File: config.mk
export PLATFORM = sky130hd
export DESIGN_NAME = mist1032sa_uart_transmitter
export DESIGN_NICKNAME = d
export VERILOG_FILES = /design/src/rtl/mist1032sa_uart_pkg.sv /design/src/rtl/mist1032sa_uart_baudgen.sv /design/src/rtl/mist1032sa_uart_transmitter.sv
export SDC_FILE = /design/constraint.sdc
export NUM_CORES = 1
export LEC_CHECK = 0
export CORE_MARGIN = 10
export CORE_UTILIZATION = 50
export DETAILED_ROUTE_END_ITERATION = 16
export PLACE_DENSITY = 0.78
export SLEW_MARGIN = 20
export SYNTH_ARGS = -nofsm -noshare
export SYNTH_HDL_FRONTEND = slang
export SYNTH_SLANG_ARGS = --single-unit
File: constraint.sdc
create_clock -name iCLOCK -period 3.4 [get_ports iCLOCK]
set_input_delay 0.68 -clock iCLOCK [delete_from_list [all_inputs] [get_ports iCLOCK]]
set_output_delay 0.68 -clock iCLOCK [all_outputs]
set_load 0.02 [all_outputs]
File: src/rtl/mist1032sa_uart_pkg.sv
// Shared definitions for the mist1032sa UART blocks.
// Holds the transmitter FSM encoding and the frame and baud-counter
// dimensions. The transmitter and baud generator import it, and a future
// receiver can import it too.
package mist1032sa_uart_pkg;

   typedef enum logic [1:0] {
      TX_IDLE  = 2'h0,
      TX_START = 2'h1,
      TX_DATA  = 2'h2,
      TX_STOP  = 2'h3
   } tx_state_e;

   localparam int TICKS_PER_BIT = 4;
   localparam int DATA_BITS     = 8;
   localparam int BAUD_CNT_W    = 20;

endpackage

File: src/rtl/mist1032sa_uart_baudgen.sv
// x4 baud tick generator. It produces a one-cycle clock enable, not a clock.
// Ports:
//   iCLOCK         system clock
//   inRESET        asynchronous active-low reset
//   iEXTBAUD_COUNT runtime tick limit, used when BAUDRATE_FIXED = 0
//   oTICK          registered one-cycle pulse every (limit + 1) clocks
module mist1032sa_uart_baudgen
   import mist1032sa_uart_pkg::*;
#(
   parameter bit                    BAUDRATE_FIXED   = 1'b1,
   parameter logic [BAUD_CNT_W-1:0] BAUDRATE_COUNTER = 20'd108
)(
   input  logic                  iCLOCK,
   input  logic                  inRESET,
   input  logic [BAUD_CNT_W-1:0] iEXTBAUD_COUNT,
   output logic                  oTICK
);

   logic [BAUD_CNT_W-1:0] limit;
   logic [BAUD_CNT_W-1:0] cnt_q, cnt_d;
   logic                  tick_q, tick_d;

   // The compare is >= rather than ==. If a smaller limit is written while
   // the counter is already above it, the next cycle produces a tick instead
   // of the counter running through a full wrap first.
   always_comb begin
      limit = BAUDRATE_FIXED ? BAUDRATE_COUNTER : iEXTBAUD_COUNT;
      if (cnt_q >= limit) begin
         cnt_d  = '0;
         tick_d = 1'b1;
      end else begin
         cnt_d  = cnt_q + BAUD_CNT_W'(1);
         tick_d = 1'b0;
      end
   end

   always_ff @(posedge iCLOCK or negedge inRESET) begin
      if (!inRESET) begin
         cnt_q  <= '0;
         tick_q <= 1'b0;
      end else begin
         cnt_q  <= cnt_d;
         tick_q <= tick_d;
      end
   end

   assign oTICK = tick_q;

endmodule

File: src/rtl/mist1032sa_uart_transmitter.sv
// Byte-wide 8N1 UART transmitter that sends LSB first.
// A one-entry holding register sits in front of the shifter, so frames can
// run back to back with no idle gap.
// Ports:
//   iCLOCK, inRESET  clock and asynchronous active-low reset
//   iEXTBAUD_COUNT   runtime baud tick limit, used when BAUDRATE_FIXED = 0
//   iTX_REQ/iTX_DATA write strobe and byte; accepted only while oTX_FULL = 0
//   oTX_FULL         holding register occupied
//   oTX_BUSY         holding register occupied or shifter active
//   oUART_TXD        registered serial line, idle high
module mist1032sa_uart_transmitter
   import mist1032sa_uart_pkg::*;
#(
   parameter bit                    BAUDRATE_FIXED   = 1'b1,
   parameter logic [BAUD_CNT_W-1:0] BAUDRATE_COUNTER = 20'd108
)(
   input  logic                  iCLOCK,
   input  logic                  inRESET,
   input  logic [BAUD_CNT_W-1:0] iEXTBAUD_COUNT,
   input  logic                  iTX_REQ,
   input  logic [DATA_BITS-1:0]  iTX_DATA,
   output logic                  oTX_FULL,
   output logic                  oTX_BUSY,
   output logic                  oUART_TXD
);

   localparam int SUB_W = $clog2(TICKS_PER_BIT);
   localparam int IDX_W = $clog2(DATA_BITS);
   localparam logic [SUB_W-1:0] SUB_LAST = SUB_W'(TICKS_PER_BIT - 1);
   localparam logic [IDX_W-1:0] IDX_LAST = IDX_W'(DATA_BITS - 1);

   logic                 tick;
   tx_state_e            state_q, state_d;
   logic [DATA_BITS-1:0] hold_q, hold_d;
   logic                 full_q, full_d;
   logic [DATA_BITS-1:0] shift_q, shift_d;
   logic [SUB_W-1:0]     sub_q, sub_d;
   logic [IDX_W-1:0]     idx_q, idx_d;
   logic                 txd_q, txd_d;
   logic                 busy_q, busy_d;
   logic                 load;

   mist1032sa_uart_baudgen #(
      .BAUDRATE_FIXED   (BAUDRATE_FIXED),
      .BAUDRATE_COUNTER (BAUDRATE_COUNTER)
   ) u_baudgen (
      .iCLOCK         (iCLOCK),
      .inRESET        (inRESET),
      .iEXTBAUD_COUNT (iEXTBAUD_COUNT),
      .oTICK          (tick)
   );

   always_comb begin
      state_d = state_q;
      hold_d  = hold_q;
      full_d  = full_q;
      shift_d = shift_q;
      sub_d   = sub_q;
      idx_d   = idx_q;
      txd_d   = txd_q;
      load    = 1'b0;

      if (iTX_REQ && !full_q) begin
         hold_d = iTX_DATA;
         full_d = 1'b1;
      end

      if (tick) begin
         case (state_q)
            TX_IDLE: begin
               if (full_q) load = 1'b1;
            end
            TX_START: begin
               sub_d = sub_q + SUB_W'(1);
               if (sub_q == SUB_LAST) begin
                  state_d = TX_DATA;
                  idx_d   = '0;
                  txd_d   = shift_q[0];
               end
            end
            TX_DATA: begin
               sub_d = sub_q + SUB_W'(1);
               if (sub_q == SUB_LAST) begin
                  if (idx_q == IDX_LAST) begin
                     state_d = TX_STOP;
                     txd_d   = 1'b1;
                  end else begin
                     // The bit that goes out next is shift_q[1]; it becomes
                     // the new LSB after this shift.
                     shift_d = shift_q >> 1;
                     txd_d   = shift_q[1];
                     idx_d   = idx_q + IDX_W'(1);
                  end
               end
            end
            TX_STOP: begin
               sub_d = sub_q + SUB_W'(1);
               if (sub_q == SUB_LAST) begin
                  if (full_q) load = 1'b1;
                  else        state_d = TX_IDLE;
               end
            end
            default: state_d = TX_IDLE;
         endcase
      end

      // Transfer hold -> shifter. full_q is still 1 in this cycle, so a
      // write presented in the same cycle is dropped.
      if (load) begin
         shift_d = hold_q;
         full_d  = 1'b0;
         state_d = TX_START;
         sub_d   = '0;
         txd_d   = 1'b0;
      end

      busy_d = full_d | (state_d != TX_IDLE);
   end

   always_ff @(posedge iCLOCK or negedge inRESET) begin
      if (!inRESET) begin
         state_q <= TX_IDLE;
         hold_q  <= '0;
         full_q  <= 1'b0;
         shift_q <= '0;
         sub_q   <= '0;
         idx_q   <= '0;
         txd_q   <= 1'b1;
         busy_q  <= 1'b0;
      end else begin
         state_q <= state_d;
         hold_q  <= hold_d;
         full_q  <= full_d;
         shift_q <= shift_d;
         sub_q   <= sub_d;
         idx_q   <= idx_d;
         txd_q   <= txd_d;
         busy_q  <= busy_d;
      end
   end

   assign oTX_FULL  = full_q;
   assign oTX_BUSY  = busy_q;
   assign oUART_TXD = txd_q;

endmodule

==> results, run 1 <==
- The final number of hold-violating endpoints is 0.
- The area of the core is 3740 um^2.
- After layout, the minimum clock period comes to 2.10 ns.
- The routed length per instance is 13.4 um.
- The combined area of all synthesized cells is 1990 um^2.
- The all-layer global routing usage is 10.1%.
- After detailed routing, the number of vias per cell comes to 5.19.
- The synthesized design contains 0 enable-type register cells.
- The completed layout was analyzed and its total power is 1.66 mW.
- The slowest stage of the critical path belongs to the cell sky130_fd_sc_hd__clkdlybuf4s50_1.
- The per-instance average area after synthesis is 12.2 um^2.
- The switching part of the total is 33.2%.
- The post-synthesis instance total is 164.
- Derived from the worst setup path, the maximum achievable clock frequency is 476 MHz.
- The combinational family with the most area after synthesis is simple AND/OR/NAND/NOR gates.
- Per report_power, the sequential group accounts for 48.0% of the total.
- The HPWL after detailed placement is 2.34 mm.
- The critical path goes through clkdlybuf4s50_1.
- Internal power comes to 1.11 mW.
- The chip width is 83.1 um.
- Summed over all nets, wire length on met3 after detailed routing comes to 98 um.
- CTS saw 47 sinks.
- The worst setup path is launched from a flop.
- The placed instances occupy a cell area of 2210 um^2.
- The ratio of cells with drive above 1 in the final layout is 8.85%.
- The net load switching power is 552 uW.
- The clock tree synthesis step divided the H-tree into 2 levels.
- For this configuration, the core starts out at a cell density of 53.2%.
- The worst-case IR drop observed on VDD is 0.373 mV.
- In the detailed route, the total length drawn on met2 is 1.64 mm.
- The post-synthesis async set-or-reset flop share is 100%.
- The proportion of synthesized area in mux cells is 9.10%.
- After Yosys synthesis, XOR and XNOR cells account for 2.20% of the synthesized area.
- For this run, the number of Yosys warnings is 0.
- The synthesized design spends more area on one cell type than any other, namely sky130_fd_sc_hd__dfrtp_1.
- The ratio of final minimum period to clock period is 61.8%.
- The power density normalized to cell area is 722 nW/um^2.
- TritonCTS built the clock tree.
- The cell count after placement is 233.
- For the pin with the worst max-slew slack, the measured transition is 0.846 ns.
- The worst-case headroom to the max-slew limit is 43.5%.
- In the post-synthesis netlist, the cell with the most instances is sky130_fd_sc_hd__dfrtp_1.
- For this run the aggregate overflow at the end of global routing stands at 0.
- The largest net degree at the start of global routing is 48.
- Together, buffers and inverters on the worst path number 1.
- After Yosys synthesis, full adders, half adders and majority gates account for 6.28% of the synthesized area.
- The synthesized netlist devotes 10.7% of its cell area to simple gates.
- The share of synthesized area in the top cell type comes to 57.8%.
- The compound-gate portion of the synthesized area is 10.2%.
- The number of iterations in the first detailed-routing pass is 4.
- The global-route wire length before repair is 6.01 mm.
- The count of standard-cell rows is 22.
- The worst-path maximum fanout is 2.
- In this run the static leakage power is 1.07 nW.
- Across the routed clock network, the largest skew measured is 0.00439 ns.
- Post-CTS timing repair inserted 0 buffers for setup.
- The number of buffers inserted during clock tree synthesis is 5.
- The type of the worst setup path is reg2out.
- Setup violations remaining at the end of the flow were counted as 0.
- After clock tree synthesis, the clock-pin slew on the worst setup and hold paths is 0.08 ns.
- The commonest cells after synthesis are sky130_fd_sc_hd__dfrtp_1, sky130_fd_sc_hd__nor2_1, sky130_fd_sc_hd__nand2_1.
- The final cell count without fillers is 240.
- The y dimension of the die is 83.1 um.
- The net count of the finished layout is 233.
- The number of global-route vias before repair is 1,367.
- After the first detailed-routing iteration, the DRC count stood at 88.
- The longest clock path from root to sink contains 2 buffers.
- The total routed wirelength is 3.21 mm.
- The detailed-route via count is 1,246.
- At the end of the flow the core is filled with cells to 61.5%.
- The critical path required time is 2.72 ns.
- The filler cells instantiated in the layout total 317.
- Of the synthesized area, sequential elements account for 59.1%.
- The area growth from synthesis to layout is 15.6%.
- The later pin in the worst-skew pair is clocked with a latency of 0.29 ns.
- The repair_antennas step left the layout with diodes totalling 0.
- In the routed design, unresolved DRC markers number 0.
- The clock network fraction of total power is 19.5%.
- At the worst endpoint, the arrival time is 1.42 ns.
- The path category of the worst min-delay check is in2async.
- In the post-synthesis netlist, the biggest area contributors are sky130_fd_sc_hd__dfrtp_1, sky130_fd_sc_hd__ha_1, sky130_fd_sc_hd__mux2_1, sky130_fd_sc_hd__mux2i_1, sky130_fd_sc_hd__nor2_1.
- The highest metal layer carrying signal wires in the routed design is met4.
- In the synthesized netlist the dominant register cell turns out to be sky130_fd_sc_hd__dfrtp_1.
- The total negative slack is 0 ns.
- The post-cts gate resize count is 0.
- Max-cap violations in this run came to 0.
- The combinational cell fraction of total power is 32.5%.
- The number of buffers added on ports is 13.
- The number of distinct library cell variants in the gate-level netlist after synthesis is 36.
- In this design, the stage delay of the slowest critical-path cell is 0.60 ns.
- The run finished with clean final reports.
- The cell at the root of the clock tree is sky130_fd_sc_hd__clkbuf_8.
- The detail route stage leaves a number of antenna-violating nets equal to 0.
- In this run, synthesis produced a sequential element count of 47.
- The cell family contributing the most delay on the critical path is buffers and inverters.
- The total count of max-transition violations in the final report was 0.
- The top-level port count is 34.
- The floorplan die area is 6910 um^2.
- For this block, wires on met1 add up to 1.43 mm.
- The routability congestion estimate is 0.836.
- The post-layout instance area is 2300 um^2.
- The number of hold-repair buffers added at the cts stage is 0.
- The nature of the critical path endpoint is an output port.
- Setup repair after global routing left no endpoint under its margin.
- The number of antenna violations at the first check in global routing was 0.
-- placed cells by master (no fill, tap or decap), types with 3 or more instances in the layout --
cell	synthesis	routed
sky130_fd_sc_hd__clkbuf_8	0	6
sky130_fd_sc_hd__xor2_1	3	3
sky130_fd_sc_hd__o21ai_1	10	10
sky130_fd_sc_hd__clkdlybuf4s50_1	0	12
sky130_fd_sc_hd__inv_1	4	4
sky130_fd_sc_hd__mux2i_1	8	8
sky130_fd_sc_hd__a21oi_1	5	5
sky130_fd_sc_hd__nor2_1	16	16
sky130_fd_sc_hd__dfrtp_1	46	46
sky130_fd_sc_hd__mux2_1	8	8
sky130_fd_sc_hd__nand2_1	14	14
sky130_fd_sc_hd__a22o_1	5	5
sky130_fd_sc_hd__conb_1	1	13
sky130_fd_sc_hd__ha_1	10	10
-- per-stage QoR --
step,setup slack [ns],hold slack [ns]
finish,1.30,0.373
detailed placement,1.04,0.476
global placement,1.08,0.457
CTS,1.28,0.494
global route,1.26,0.412
floorplan,1.86,0.384
-- power groups by stage --
stage	Sequential [mW]	Combinational [mW]	Clock, mW
finish	0.797	0.541	0.324
global route	0.818	0.618	0.367
CTS	0.797	0.545	0.335
detailed placement	0.809	0.542	0
global placement	0.796	0.503	0
floorplan	0.803	0.380	0
-- metal layers --
metal  track usage, %  up-vias
li1                 -      605
met5                0        -
met2             17.7       23
met1             11.4      614
met3             2.54        4
met4             4.15        0
-- kinds of logic (layout without fill, tap and decap cells) --
family,Yosys count,in the layout
flip-flops,47,47
AND/OR/NAND/NOR,44,44
adder cells (fa/ha/maj),10,10
XOR/XNOR,5,5
other,1,13
AO/OA/AOI/OAI,29,29
buffers and inverters,11,27
multiplexers,17,17
-- worst reg2reg max path, stage by stage, from the launching register on --
cell and delay (ns):
sky130_fd_sc_hd__dfrtp_1 0.41, sky130_fd_sc_hd__ha_1 0.21, sky130_fd_sc_hd__ha_1 0.25, sky130_fd_sc_hd__nand4b_1 0.53, sky130_fd_sc_hd__mux2i_1 0.30, sky130_fd_sc_hd__o21ai_1 0.09
-- layout make-up --
| type | count | area, um^2 | share of cell area [%] |
|---|---|---|---|
| flip-flops and latches | 47 | 1180 | 51.1 |
| well taps | 48 | 60.1 | 2.61 |
| multi-input cells | 118 | 821 | 35.6 |
| repair buffers | 14 | 135 | 5.87 |
| inverters | 6 | 22.5 | 0.978 |
| clock inverters | 1 | 5.00 | 0.217 |
| clock buffers | 6 | 82.6 | 3.59 |
-- path summary, 6_finish.rpt --
check / start / end / slack [ns] / depth (start not counted)
hold reg to reg: hold_q[2]$_DFFE_PN0P_ / shift_q[2]$_DFFE_PN0P_ / 0.49 / 2
max in group asynchronous: inRESET / u_baudgen.cnt_q[13]$_DFF_PN0_ / 2.64 / 1
min in group iCLOCK: hold_q[2]$_DFFE_PN0P_ / shift_q[2]$_DFFE_PN0P_ / 0.49 / 2
hold / removal: inRESET / state_q[1]$_DFF_PN0_ / 0.37 / 1
setup / recovery: oUART_TXD$_DFFE_PN1P_ / oUART_TXD / 1.30 / 1
setup reg to reg: idx_q[0]$_DFFE_PN0P_ / shift_q[5]$_DFFE_PN0P_ / 1.49 / 5
-- registers in the layout, summed over array words and instances, names as in the netlist --
name / cells
u_baudgen.cnt_q: 20
sub_q: 2
u_baudgen.oTICK: 1
idx_q: 3
state_q: 2
shift_q: 8
hold_q: 8
oUART_TXD: 1
oTX_FULL: 1
oTX_BUSY: 1
No activity file was read; power rests on OpenSTA's default activity.
==> run 2: changes to the inputs <==
==> constraint.sdc (replaced) <==
create_clock -name iCLOCK -period 2.1 [get_ports iCLOCK]
set_input_delay 0.42 -clock iCLOCK [delete_from_list [all_inputs] [get_ports iCLOCK]]
set_output_delay 0.42 -clock iCLOCK [all_outputs]
set_load 0.02 [all_outputs]
==> run 2 against run 1 <==
  * First-iteration DRC count down 32%
  * Global-route usage down 0.14 points
  * Clock power up 140%
  * Critical endpoint unchanged
  * Largest cell class unchanged
==> results, run 2 (synthesis results as in run 1) <==
- The total global routing overflow was 0 (unchanged).
- The ratio of cells with drive above 1 in the final layout is 11.2% (was 8.85%).
- The net count of the finished layout came to 237 (was 233).
- The TritonCTS clock tree is done (unchanged).
- The register ranked first by flip-flop count is u_baudgen.cnt_q (unchanged).
- The maximum ir drop on the vdd rail is 0.677 mV (was 0.373 mV).
- The cell area after placement is 2240 um^2 (was 2210 um^2).
- Worst-path cell chain: clkdlybuf4s50_1 (unchanged).
- The via density per instance is 5.27 (was 5.19).
- The critical path required time was 1.68 ns (was 2.72 ns).
- The number of hold-repair buffers added at the cts stage is 0 (unchanged).
- The routed length per instance is 13.4 um (about the same).
- The final number of hold-violating endpoints is 0 (unchanged).
- The largest net degree at the start of global routing came to 36 (was 48).
- The count of buffers added by post-CTS timing repair for setup is 0 (unchanged).
- The relative area change from synthesis to final layout came to 19.4% (was 15.6%).
- The count of antenna-violating nets left after detailed routing is 0 (unchanged).
- The total routed wirelength was 3.29 mm (was 3.21 mm).
- The CTS sink count is 47 (unchanged).
- The cell at the root of the clock tree is sky130_fd_sc_hd__clkbuf_8 (unchanged).
- The critical path's largest stage delay came to 0.60 ns (about the same).
- The routability congestion estimate was 0.819 (was 0.836).
- The area of the core was 3740 um^2 (unchanged).
- The largest clock skew in the final design was 0.00223 ns (was 0.00439 ns).
- The y dimension of the die is 83.1 um (unchanged).
- The number of buffers inserted during clock tree synthesis is 5 (unchanged).
- The number of buffers and inverters on the critical path is 1 (unchanged).
- The post-cts gate resize count is 0 (unchanged).
- The end of the worst register-to-register path is oTX_BUSY$_DFF_PN0_ (was shift_q[5]$_DFFE_PN0P_).
- The count of standard-cell rows was 22 (unchanged).
- The gate family responsible for the most delay along the worst path is buffers and inverters (unchanged).
- The cell count after placement is 237 (was 233).
- The post-layout instance area is 2380 um^2 (was 2300 um^2).
- The all-layer global routing usage came to 9.98% (was 10.1%).
- The worst-path maximum fanout is 2 (unchanged).
- The floorplan die area is 6910 um^2 (unchanged).
- The number of buffers added on ports is 13 (unchanged).
- The type of the worst setup path is reg2out (unchanged).
- The library cell contributing the largest single delay on the critical path is sky130_fd_sc_hd__clkdlybuf4s50_1 (unchanged).
- Registers with the highest flip-flop counts: u_baudgen.cnt_q (20), hold_q (8), shift_q (8) (unchanged).
- The leakage power summed over all cells is 1.11 nW (was 1.07 nW).
- The initial DRC count came to 60 (was 88).
- The reg-to-reg startpoint is state_q[1]$_DFF_PN0_ (was idx_q[0]$_DFFE_PN0P_).
- The power density normalized to cell area came to 1240 nW/um^2 (was 722 nW/um^2).
- The number of global-route vias before repair is 1,321 (was 1,367).
- The setup-violating endpoint count in the final report is 0 (unchanged).
- Unrepaired setup endpoints after global routing: false (unchanged).
- The data arrival time of the critical path is 1.43 ns (was 1.42 ns).
- The initial core utilization is 53.2% (unchanged).
- The top-level port count is 34 (unchanged).
- The fill cell total of the finished layout came to 301 (was 317).
- The flip-flop count of the largest register after layout is 20 (unchanged).
- The chip width is 83.1 um (unchanged).
- The number of antenna violations at the first check in global routing is 0 (unchanged).
- The clock slew at the register clock pins of the worst setup and hold paths is 0.08 ns (about the same).
- The global-route wire length before repair came to 5.84 mm (was 6.01 mm).
- The worst-case headroom to the max-slew limit is 50.2% (was 43.5%).
- The most common cell after layout, fill and taps aside is sky130_fd_sc_hd__dfrtp_1 (unchanged).
- The number of diodes added for antenna fixing is 0 (unchanged).
- The detailed-route via count is 1,290 (was 1,246).
- The number of maximum-capacitance violations is 0 (unchanged).
- Dividing the final minimum period by the clock period gives 87.9%.
- The core utilization of the finished layout is 63.6% (was 61.5%).
- The maximum level of the CTS H-tree is 2 (unchanged).
- The path category of the worst min-delay check is in2async (unchanged).
- The largest buffer count on any clock path came to 2 (unchanged).
- The worst reg2reg path depth is 6 (was 5).
- The total count of max-transition violations in the final report is 0 (unchanged).
- The total negative slack is 0 ns (unchanged).
- The nature of the critical path endpoint is an output port (unchanged).
- The total DRC errors in the routed layout is 0 (unchanged).
- The worst setup slack for register-to-register paths is 0.34 ns (was 1.49 ns).
- Static timing analysis puts the maximum clock frequency at 542 MHz.
- The post-route total power is 2.94 mW (was 1.66 mW).
- The shortest period the worst path allows is 1.85 ns.
- The slew at the pin closest to its max-slew limit is 0.747 ns (was 0.846 ns).
- Most used cells in the layout excluding fill and tap cells: sky130_fd_sc_hd__dfrtp_1, sky130_fd_sc_hd__nor2_1, sky130_fd_sc_hd__nand2_1, sky130_fd_sc_hd__conb_1, sky130_fd_sc_hd__clkdlybuf4s50_1 (unchanged).
- The detailed-placement wirelength estimate was 2.46 mm (was 2.34 mm).
- The number of iterations in the first detailed-routing pass is 4 (unchanged).
- The clock latency reported for the late side of the worst-skew pair is 0.29 ns (about the same).
- Run status: finished clean (unchanged).
- The final cell count without fillers was 245 (was 240).
- The startpoint class of the critical path was a flop (unchanged).
run 2: changes by cell type in the layout (fill, tap and decap cells not counted), sizes merged:
cell,change
buf,+4
bufinv,+2
clkbuf,-1
clkinv,-1
clkinvlp,+1
run 2: area by class of cell:
type,instances,area [um^2],share of cell area [%]
Tap cell,48,60.1,2.52
Clock inverter,3,67.6,2.84
Inverter,6,22.5,0.946
Multi-Input combinational cell,118,821,34.5
Sequential cell,47,1180,49.5
Clock buffer,5,68.8,2.89
Timing Repair Buffer,18,163,6.83
run 2: worst max-delay path by stage:
stage / startpoint / to / slack (ns) / depth (start not counted)
finish: oUART_TXD$_DFFE_PN1P_ / oUART_TXD / 0.25 / 1
floorplan: state_q[1]$_DFF_PN0_ / oTX_BUSY$_DFF_PN0_ / 0.57 / 6
global route: oUART_TXD$_DFFE_PN1P_ / oUART_TXD / 0.21 / 1
CTS: oUART_TXD$_DFFE_PN1P_ / oUART_TXD / 0.23 / 1
detailed placement: state_q[1]$_DFF_PN0_ / oTX_BUSY$_DFF_PN0_ / 0.39 / 6
global placement: iTX_REQ / hold_q[6]$_DFFE_PN0P_ / 0.43 / 4
run 2: metrics by stage:
step                hold slack, ns  worst slack (ns)
CTS                          0.204             0.233
detailed placement           0.472             0.393
finish                       0.183             0.254
global placement             0.459             0.429
global route                 0.227             0.210
floorplan                    0.124             0.569
run 2: where the power goes:
group	total (mW)	internal (mW)	switching, mW
Combinational	0.885	0.398	0.487
Sequential	1.29	1.15	0.140
Clock	0.764	0.474	0.290
run 2: metal layers:
layer,routed length (um),track usage (%),up-vias
met5,0,0,-
met4,40,3.85,0
li1,-,-,612
met3,160,4.10,6
met2,1730,17.0,32
met1,1360,10.7,640
==> run 3: changes to the inputs <==
--- a/config.mk
+++ b/config.mk
@@ -7,7 +7,9 @@
 export LEC_CHECK = 0
 export CORE_MARGIN = 10
 export CORE_UTILIZATION = 50
+export CTS_CLUSTER_DIAMETER = 100
 export DETAILED_ROUTE_END_ITERATION = 16
+export HOLD_SLACK_MARGIN = 0.1
 export PLACE_DENSITY = 0.78
 export SLEW_MARGIN = 20
 export SYNTH_ARGS = -nofsm -noshare
==> results of run 3 <==
No change in the layout: final DEF, timing and power equal those of run 2.
